<file path="src/rtl/ahb_regfile_slave.sv">
// AHB-Lite register-file responder: NREGS x 32-bit registers, WAIT wait
// states on every OKAY transfer, two-cycle ERROR response for bad accesses.
module ahb_regfile_slave #(
  parameter int unsigned AW    = 12,
  parameter int unsigned NREGS = 16,
  parameter int unsigned WAIT  = 0
) (
  input  logic          HCLK,
  input  logic          HRESETn,
  input  logic          HSEL,
  input  logic [AW-1:0] HADDR,
  input  logic [1:0]    HTRANS,
  input  logic [2:0]    HSIZE,
  input  logic          HWRITE,
  input  logic [31:0]   HWDATA,
  input  logic          HREADY,
  output logic [31:0]   HRDATA,
  output logic          HREADYOUT,
  output logic          HRESP
);

  localparam int unsigned   IW      = (NREGS > 1) ? $clog2(NREGS) : 1;
  localparam logic [AW-2:0] NREGS_W = (AW-1)'(NREGS);

  typedef enum logic [2:0] {
    S_IDLE,
    S_WAITS,
    S_DATA,
    S_ERR1,
    S_ERR2
  } state_t;

  state_t        state_q, state_d;
  logic [3:0]    cnt_q, cnt_d;
  logic [IW-1:0] idx_q, idx_d;
  logic [3:0]    be_q, be_d;
  logic          write_q, write_d;
  logic [31:0]   regs_q [NREGS];
  logic [31:0]   regs_d [NREGS];

  logic          accept;
  logic          bad;
  logic [3:0]    lanes;
  logic          unused_htrans0;

  assign accept         = HSEL & HREADY & HTRANS[1];
  assign unused_htrans0 = HTRANS[0];

  // Classify the address phase: byte-lane enables and error detection.
  // Size and low address bits are folded into a lane mask at accept time.
  always_comb begin
    lanes = '0;
    bad   = 1'b0;
    case (HSIZE)
      3'd0: lanes = 4'b0001 << HADDR[1:0];
      3'd1: begin
        lanes = HADDR[1] ? 4'b1100 : 4'b0011;
        bad   = HADDR[0];
      end
      3'd2: begin
        lanes = '1;
        bad   = |HADDR[1:0];
      end
      default: bad = 1'b1;
    endcase
    if ({1'b0, HADDR[AW-1:2]} >= NREGS_W) bad = 1'b1;
  end

  // Transfer sequencing: wait countdown, error pair, pipelined accepts.
  always_comb begin
    state_d = state_q;
    cnt_d   = cnt_q;
    idx_d   = idx_q;
    be_d    = be_q;
    write_d = write_q;
    case (state_q)
      S_WAITS: begin
        if (cnt_q == 4'd1) begin
          state_d = S_DATA;
          cnt_d   = '0;
        end else begin
          cnt_d = cnt_q - 4'd1;
        end
      end
      S_ERR1:  state_d = S_ERR2;
      default: state_d = S_IDLE;
    endcase
    if (accept && HREADYOUT) begin
      idx_d   = HADDR[IW+1:2];
      be_d    = lanes;
      write_d = HWRITE;
      if (bad) begin
        state_d = S_ERR1;
      end else if (WAIT == 0) begin
        state_d = S_DATA;
      end else begin
        state_d = S_WAITS;
        cnt_d   = 4'(WAIT);
      end
    end
  end

  // Write commit on the completing data cycle, enabled lanes only.
  always_comb begin
    regs_d = regs_q;
    if (state_q == S_DATA && write_q) begin
      for (int unsigned b = 0; b < 4; b++) begin
        if (be_q[b]) regs_d[idx_q][8*b +: 8] = HWDATA[8*b +: 8];
      end
    end
  end

  // State, capture and register storage with async active-low reset.
  always_ff @(posedge HCLK or negedge HRESETn) begin
    if (!HRESETn) begin
      state_q <= S_IDLE;
      cnt_q   <= '0;
      idx_q   <= '0;
      be_q    <= '0;
      write_q <= 1'b0;
      for (int unsigned i = 0; i < NREGS; i++) regs_q[i] <= '0;
    end else begin
      state_q <= state_d;
      cnt_q   <= cnt_d;
      idx_q   <= idx_d;
      be_q    <= be_d;
      write_q <= write_d;
      regs_q  <= regs_d;
    end
  end

  // Bus outputs decoded from the current state.
  always_comb begin
    HREADYOUT = 1'b1;
    HRESP     = 1'b0;
    HRDATA    = '0;
    case (state_q)
      S_WAITS: HREADYOUT = 1'b0;
      S_ERR1: begin
        HREADYOUT = 1'b0;
        HRESP     = 1'b1;
      end
      S_ERR2:  HRESP = 1'b1;
      S_DATA:  HRDATA = regs_q[idx_q];
      default: ;
    endcase
  end

endmodule
</file>
<file path="config.mk">
export PLATFORM = sky130hd
export DESIGN_NAME = ahb_regfile_slave
export DESIGN_NICKNAME = d
export VERILOG_FILES = /design/src/rtl/ahb_regfile_slave.sv
export SDC_FILE = /design/constraint.sdc
export NUM_CORES = 1
export LEC_CHECK = 0
export BUFFER_PORTS_ARGS = -buffer_cell sky130_fd_sc_hd__clkbuf_2
export CORE_ASPECT_RATIO = 1.4
export CORE_MARGIN = 2
export CORE_UTILIZATION = 55
export DETAILED_ROUTE_END_ITERATION = 10
export PLACE_DENSITY = 0.72
export SYNTH_ARGS = -nofsm -noshare
export SYNTH_HDL_FRONTEND = slang
export SYNTH_SLANG_ARGS = --single-unit
</file>
<file path="constraint.sdc">
create_clock -name HCLK -period 3.1 [get_ports HCLK]
set_input_delay 0.31 -clock HCLK [delete_from_list [all_inputs] [get_ports HCLK]]
set_output_delay 0.31 -clock HCLK [all_outputs]
set_load 0.02 [all_outputs]
</file>
==> results of run 1 <==
## timing repair
action	CTS	global route
hold buffers	3	0
pin swaps	1	1
endpoints found under the setup margin	23	3
hold endpoints to repair	69	0
buffers inserted	6	1
## critical path, stage by stage, from the launching register on
cell,delay (ps)
dfrtp_1,390
or3b_2,610
nor2_4,400
buf_4,270
a22oi_1,110
nand2_1,110
clkbuf_2,180
## layout make-up
class	count	area share, %
inverter	5	0.07019
clock buffer	75	5.830
timing repair buffer	136	3.809
clock inverter	19	0.4726
tap	552	2.583
antenna	1	0.009358
multi-input combinational	881	37.78
sequential	528	49.44
## cell usage in the layout, fill, tap and decap left out, types with 17 or more instances in the layout
master and instances:
mux2_2 510, dfrtp_1 526, nand2_1 65, a22oi_1 64, clkinv_2 17, clkbuf_2 85
buf_4 32, mux4_2 128, nand2_2 41, clkbuf_16 53
## routing by layer
metal / track usage [%] / share of wire [%]
met5: 0 / 0
met4: 8.177 / 3.2
met3: 3.312 / 4.4
met2: 40.51 / 52
met1: 30.28 / 40
## power by group through the flow
stage          Sequential (mW)  Combinational (mW)  Clock [mW]
4_1_cts                   7.60                4.44        6.30
3_5_place_dp              7.83                4.20           0
3_3_place_gp              7.80                4.14           0
5_1_grt                   7.65                4.70        6.60
2_1_floorplan             7.58                3.17           0
6_report                  7.60                4.37        6.16
## metrics by stage
stage	area [sq um]	cells	hold slack, ps
final	26740	2197	30.07
after global routing	26740	2197	15.54
after CTS	26730	2195	11.94
after detailed placement	24940	2092	342.6
after global placement	24940	2092	335.1
after floorplan	23690	1499	14.41
## logic make-up after synthesis
| group | Yosys count |
|---|---|
| flip-flops | 528 |
| adder cells (fa/ha/maj) | 2 |
| buffers and inverters | 90 |
| multiplexers | 647 |
| AND/OR/NAND/NOR | 152 |
| AO/OA/AOI/OAI | 80 |
## path summary, 6_finish.rpt
| kind | from | endpoint | slack [ps] | depth (start not counted) |
|---|---|---|---|---|
| worst min-delay path | HWRITE | write_q | 30 | 2 |
| max in group asynchronous | HRESETn | regs_q[213] | 1830 | 3 |
| worst max-delay path | state_q[0] | HRDATA[30] | 130 | 6 |
| worst max register to register | idx_q[0] | regs_q[430] | 260 | 6 |
| worst min register to register | regs_q[480] | regs_q[480] | 490 | 1 |
| min in group asynchronous | HRESETn | regs_q[381] | 290 | 2 |
## sequential cells by signal, indices dropped and copies added, names as in the netlist
name	flops
regs_q	512
be_q	4
cnt_q	4
idx_q	4
state_q	3
write_q	1
==> impl_metrics.toml, run 1 <==
[cts]
clkLatencyLatePin_ps = 570
clkSlewWorstSetupHoldPaths_ps = 60
ctsResizeCount = 0
cts_max_path_buffers = 3
htreeDepth = 2
root_buffer = "clkbuf_16"
cts_tree = "yes"
clock-sinks = 528
cts_buffers = 50

[synth]
ys_types = 34
synth_simple_gate_area_share_pct = 3.153
ys.flop_type = "dfrtp_1"
yosysMostFrequentCell = "dfrtp_1"
syn_avg_cell_area_sq_um = 15.80
yosys.area.top_type = "dfrtp_1"
synth-compound-area-share_pct = 2.440
synth.area.mux_share_pct = 36.83
synth_area_sq_mm = 0.02369
yosysSeqAreaShare_pct = 55.77
synth_edf_count = 0
synthAdderAreaFrac_pct = 0.1056
netlist_top_cells_area = "dfrtp_1 (56%), mux2_2 (24%), mux4_2 (12%), a22oi_1 (2.0%), nand2_2 (1.1%)"
yosysTopAreaCellShare_pct = 55.77
synth_top_family_by_area = "multiplexers"
yosysWarnings = 0
syn-num-nets = 1555
synthCells = 1499
synthArstFlopShare_pct = 100.0
synth-seq-cells = 528
synth-xor-area-share_pct = 0
synth_common_cells = "dfrtp_1 (528), mux2_2 (510), mux4_2 (128)"

[timing]
period_needed_ps = 2974
setup_viol = 0
setup_ws_ps = 125.7
tightest_slew_ps = 866.8
fmax_mhz = 336.2
max-slew-margin-rel_pct = 41.77
drv_slew = 0
finClkSkew_ps = 15.95
period_share_pct = 95.95
hold_viol = 0
rsz0062_at_grt = "no"
tns_ps = 0

[placed_design]
place_ws_ps = 322.3
dp_hpwl_mm = 33.71
gp_congestion = 0.7733
placement.io_buffers = 86

[min_path]
hold_path_class = "input port to flip-flop"

[power_and_ir_drop]
power.total_mw = 18.13
p_seq_share_pct = 41.9
switching_share_pct = 27.53
internal_power_mw = 13.14
irDropWorstVdd_uv = 409.3
comb_power_share_pct = 24.1
leakage_nw = 11.26
p_clk_share_pct = 34.0
p_sw_mw = 4.991
power_density_mw_per_mm2 = 678.0

[drt]
ant_nets = 0
detail_route.iter0.violations = 742
drt_drc_violations_left = 0
dr.pass1.iters = 5
vias = 13411
wire_per_inst_microns = 23.63
via_per_inst = 6.104
routed_wl_mm = 51.93

[global_routing]
antenna_found_initial = 1
grt_max_degree = 90
grt_pass1_wl_mm = 81.26
gr-usage-all-layers_pct = 23.37
grt_pass1_vias = 14316
gr-total-overflow = 0

[critical_path]
cp.required_ps = 2790
cp-start-kind = "flip-flop"
critPathCaptureType = "primary output"
path_max_fanout = 10
crit_type = "flip-flop to primary output"
critPathArrivalTime_ps = 2660

[cells_and_area]
drive_gt1_share_pct = 55.29
register_area_sq_mm = 0.01322
multi_input_area_sq_mm = 0.01010
fillers = 3181
fin_util_pct = 62.49
nNetsFinal = 1658
syn2layout_area_growth_pct = 12.87

[die]
fp.dieH_microns = 249.6
ios = 88
dieArea_sq_mm = 0.04478
die_w_microns = 179.4
coreArea_sq_mm = 0.04279
start_util_pct = 55.37
rows = 90

[status]
status = "finished, final reports clean"

[flow_run]
cap_violations = 0
(Power assumes the default switching activity.)
==> run 2: changes to the inputs <==
--- a/config.mk
+++ b/config.mk
@@ -5,6 +5,7 @@
 export SDC_FILE = /design/constraint.sdc
 export NUM_CORES = 1
 export LEC_CHECK = 0
+export ABC_AREA = 1
 export BUFFER_PORTS_ARGS = -buffer_cell sky130_fd_sc_hd__clkbuf_2
 export CORE_ASPECT_RATIO = 1.4
 export CORE_MARGIN = 2
@@ -14,3 +15,4 @@
 export SYNTH_ARGS = -nofsm -noshare
 export SYNTH_HDL_FRONTEND = slang
 export SYNTH_SLANG_ARGS = --single-unit
+export TNS_END_PERCENT = 100
==> run 2 against run 1 <==
Total power up 37%. Sequential cell count did not move. Critical path type unchanged. Clock power about the same. Setup slack worse by 20 ps. Global-route usage is 4.6 points higher. Area after synthesis increased by 7.6%. Design area rose by 3.8%.
==> impl_metrics.toml, run 2 <==
[status]
status = "finished, final reports clean"

[cells_and_area]
nNetsFinal = 3409
register_area_sq_mm = 0.01322
final_cell_mix = "nand2_1 (1906), dfrtp_1 (526), o21ai_1 (362)"
drive_gt1_share_pct = 7.899
largest_reg_flops = 512
syn2layout_area_growth_pct = 8.846
finalNonFillerCells = 4010
fillers = 4183
antenna_cells = 0
fin_util_pct = 60.55
multi_input_area_sq_mm = 0.01094
design_area_sq_mm = 0.02776
top_register = "regs_q"
layout_commonest_cell = "nand2_1"

[power_and_ir_drop]
irDropWorstVdd_uv = 577.9
leakage_nw = 15.97
power_density_mw_per_mm2 = 894.8

[timing]
max-slew-margin-rel_pct = 47.37
period_share_pct = 96.61
drv_slew = 0
finClkSkew_ps = 14.89
rsz0062_at_grt = "yes"
tightest_slew_ps = 788.6
fmax_mhz = 333.9
hold_viol = 0
setup_viol = 0
period_needed_ps = 2995

[drt]
ant_nets = 0
routed_wl_mm = 65.60
drt_drc_violations_left = 0
wire_per_inst_microns = 16.36
dr.pass1.iters = 8
vias = 21565
detail_route.iter0.violations = 1864
via_per_inst = 5.378

[synth]
yosysSeqAreaShare_pct = 51.81
yosysWarnings = 0
yosys.area.top_type = "dfrtp_1"
yosysMostFrequentCell = "nand2_1"
synth-xor-area-share_pct = 0.03434
synth_simple_gate_area_share_pct = 32.28
syn_avg_cell_area_sq_um = 7.550
ys_types = 26
synth.area.mux_share_pct = 0
synth-compound-area-share_pct = 10.48
synth_top_family_by_area = "simple AND/OR/NAND/NOR gates"
synthCells = 3378
syn-num-nets = 3434
synthAdderAreaFrac_pct = 0.09812
ys.flop_type = "dfrtp_1"
synth-seq-cells = 528
synth_common_cells = "nand2_1 (1906), dfrtp_1 (528), o21ai_1 (362)"
yosysTopAreaCellShare_pct = 51.81
synth_area_sq_mm = 0.02550
synthArstFlopShare_pct = 100.0
synth_edf_count = 0
netlist_top_cells_area = "dfrtp_1 (52%), nand2_1 (28%), o21ai_1 (7.1%), o21ai_0 (3.3%), buf_6 (1.9%)"

[die]
fp.dieH_microns = 258.8
ios = 88
die_w_microns = 186.0
dieArea_sq_mm = 0.04813
start_util_pct = 55.63
rows = 93
coreArea_sq_mm = 0.04585

[critical_path]
cp.required_ps = 2790
r2r_slack_ps = 670
cp-start-kind = "flip-flop"
crit_type = "flip-flop to primary output"
path_max_fanout = 56
critPathArrivalTime_ps = 2680
ff2ff_path_depth = 6
critPathCaptureType = "primary output"

[cts]
clock-sinks = 528
root_buffer = "clkbuf_16"
cts_max_path_buffers = 3
clkSlewWorstSetupHoldPaths_ps = 60
cts_buffers = 51
clkLatencyLatePin_ps = 590
htreeDepth = 2
cts_tree = "yes"

[global_routing]
antenna_found_initial = 0
grt_pass1_vias = 20577
grt_pass1_wl_mm = 106.9
grt_max_degree = 129
gr-total-overflow = 0
gr-usage-all-layers_pct = 27.99

[min_path]
hold-path-cell-count = 3
hold_path_class = "input port to flip-flop"

[placed_design]
numPlacedInstances = 3911
dp_hpwl_mm = 41.96
placement.io_buffers = 86
gp_congestion = 0.8426
place_area_sq_mm = 0.02600

[flow_run]
cap_violations = 0
## run 2: changes by cell type after synthesis, sizes merged, moves of 51 or more
cell / before / now
a22oi: 64 / 0
buf: 31 / 96
clkbuf: 54 / 105
inv: 5 / 57
mux2: 518 / 0
mux4: 128 / 0
nand2: 106 / 1951
nor2: 18 / 96
o21ai: 8 / 528
## run 2: through the flow
| stage | setup slack [ps] | hold WS, ps | total power [mW] | TNS (ps) |
|---|---|---|---|---|
| 4_1_cts | 11.66 | 0.8050 | 24.82 | 0 |
| 3_5_place_dp | 633.9 | 352.5 | 18.60 | 0 |
| 2_1_floorplan | 1210 | 14.41 | 15.78 | 0 |
| 3_3_place_gp | 653.3 | 343.6 | 18.34 | 0 |
| 5_1_grt | -30.22 | 43.88 | 26.75 | -99.74 |
| 6_report | 105.2 | 12.68 | 24.84 | 0 |
## run 2: final timing paths
path / from / endpoint
max: idx_q[0] / HRDATA[2]
min: HADDR[4] / idx_q[2]
max reg2reg: idx_q[0] / regs_q[32]
min reg2reg: regs_q[454] / regs_q[454]
max in group asynchronous: HRESETn / regs_q[479]
min in group asynchronous: HRESETn / regs_q[105]
## run 2: area by class of cell
cell class	instances	share of cell area, %
Clock inverter	6	0.2073
Timing Repair Buffer	123	3.353
Clock buffer	87	5.778
Multi-Input combinational cell	2592	39.41
Inverter	57	0.8474
Tap cell	617	2.781
Sequential cell	528	47.62
## run 2: what timing repair did
action                                  CTS  global route
setup buffers                             0             0
hold buffers                              5             0
gates resized for setup                   0             4
endpoints found under the hold margin    69             0
endpoints found under the setup margin    0            13
## run 2: cell families (layout without fill, tap and decap cells)
family                     Yosys count  after routing
xor gates and xnor gates             1              1
buffers and inverters              258            273
adders and majority gates            2              2
AOI/OAI and AO/OA                  533            533
DFF                                528            528
and+or+nand+nor                   2056           2056
## run 2: power by group
| group | total (mW) | internal [mW] | switching [mW] |
|---|---|---|---|
| Clock | 6.18 | 3.58 | 2.60 |
| Sequential | 9.04 | 8.20 | 0.843 |
| Combinational | 9.62 | 3.07 | 6.55 |
| Total | 24.8 | 14.8 | 10.0 |
## run 2: critical path, stage by stage (launching register included)
cell	delay, ps
dfrtp_4	620
inv_16	260
buf_12	290
nand2_1	90
nand2_1	70
nand2_1	50
nand2_1	90
nand2_1	50
nand2_1	130
nor2_1	120
nor2_1	110
clkbuf_2	190
## run 2: routing by layer
layer / vias up / share of wire (%) / wire length (microns) / GRT usage, %
met4: 0 / 3.6 / 2346 / 10.50
met1: 10263 / 42 / 27680 / 37.14
met3: 132 / 6.2 / 4036 / 4.033
met2: 679 / 48 / 31540 / 46.69
met5: - / 0 / 0 / 0
li1: 10491 / - / - / -
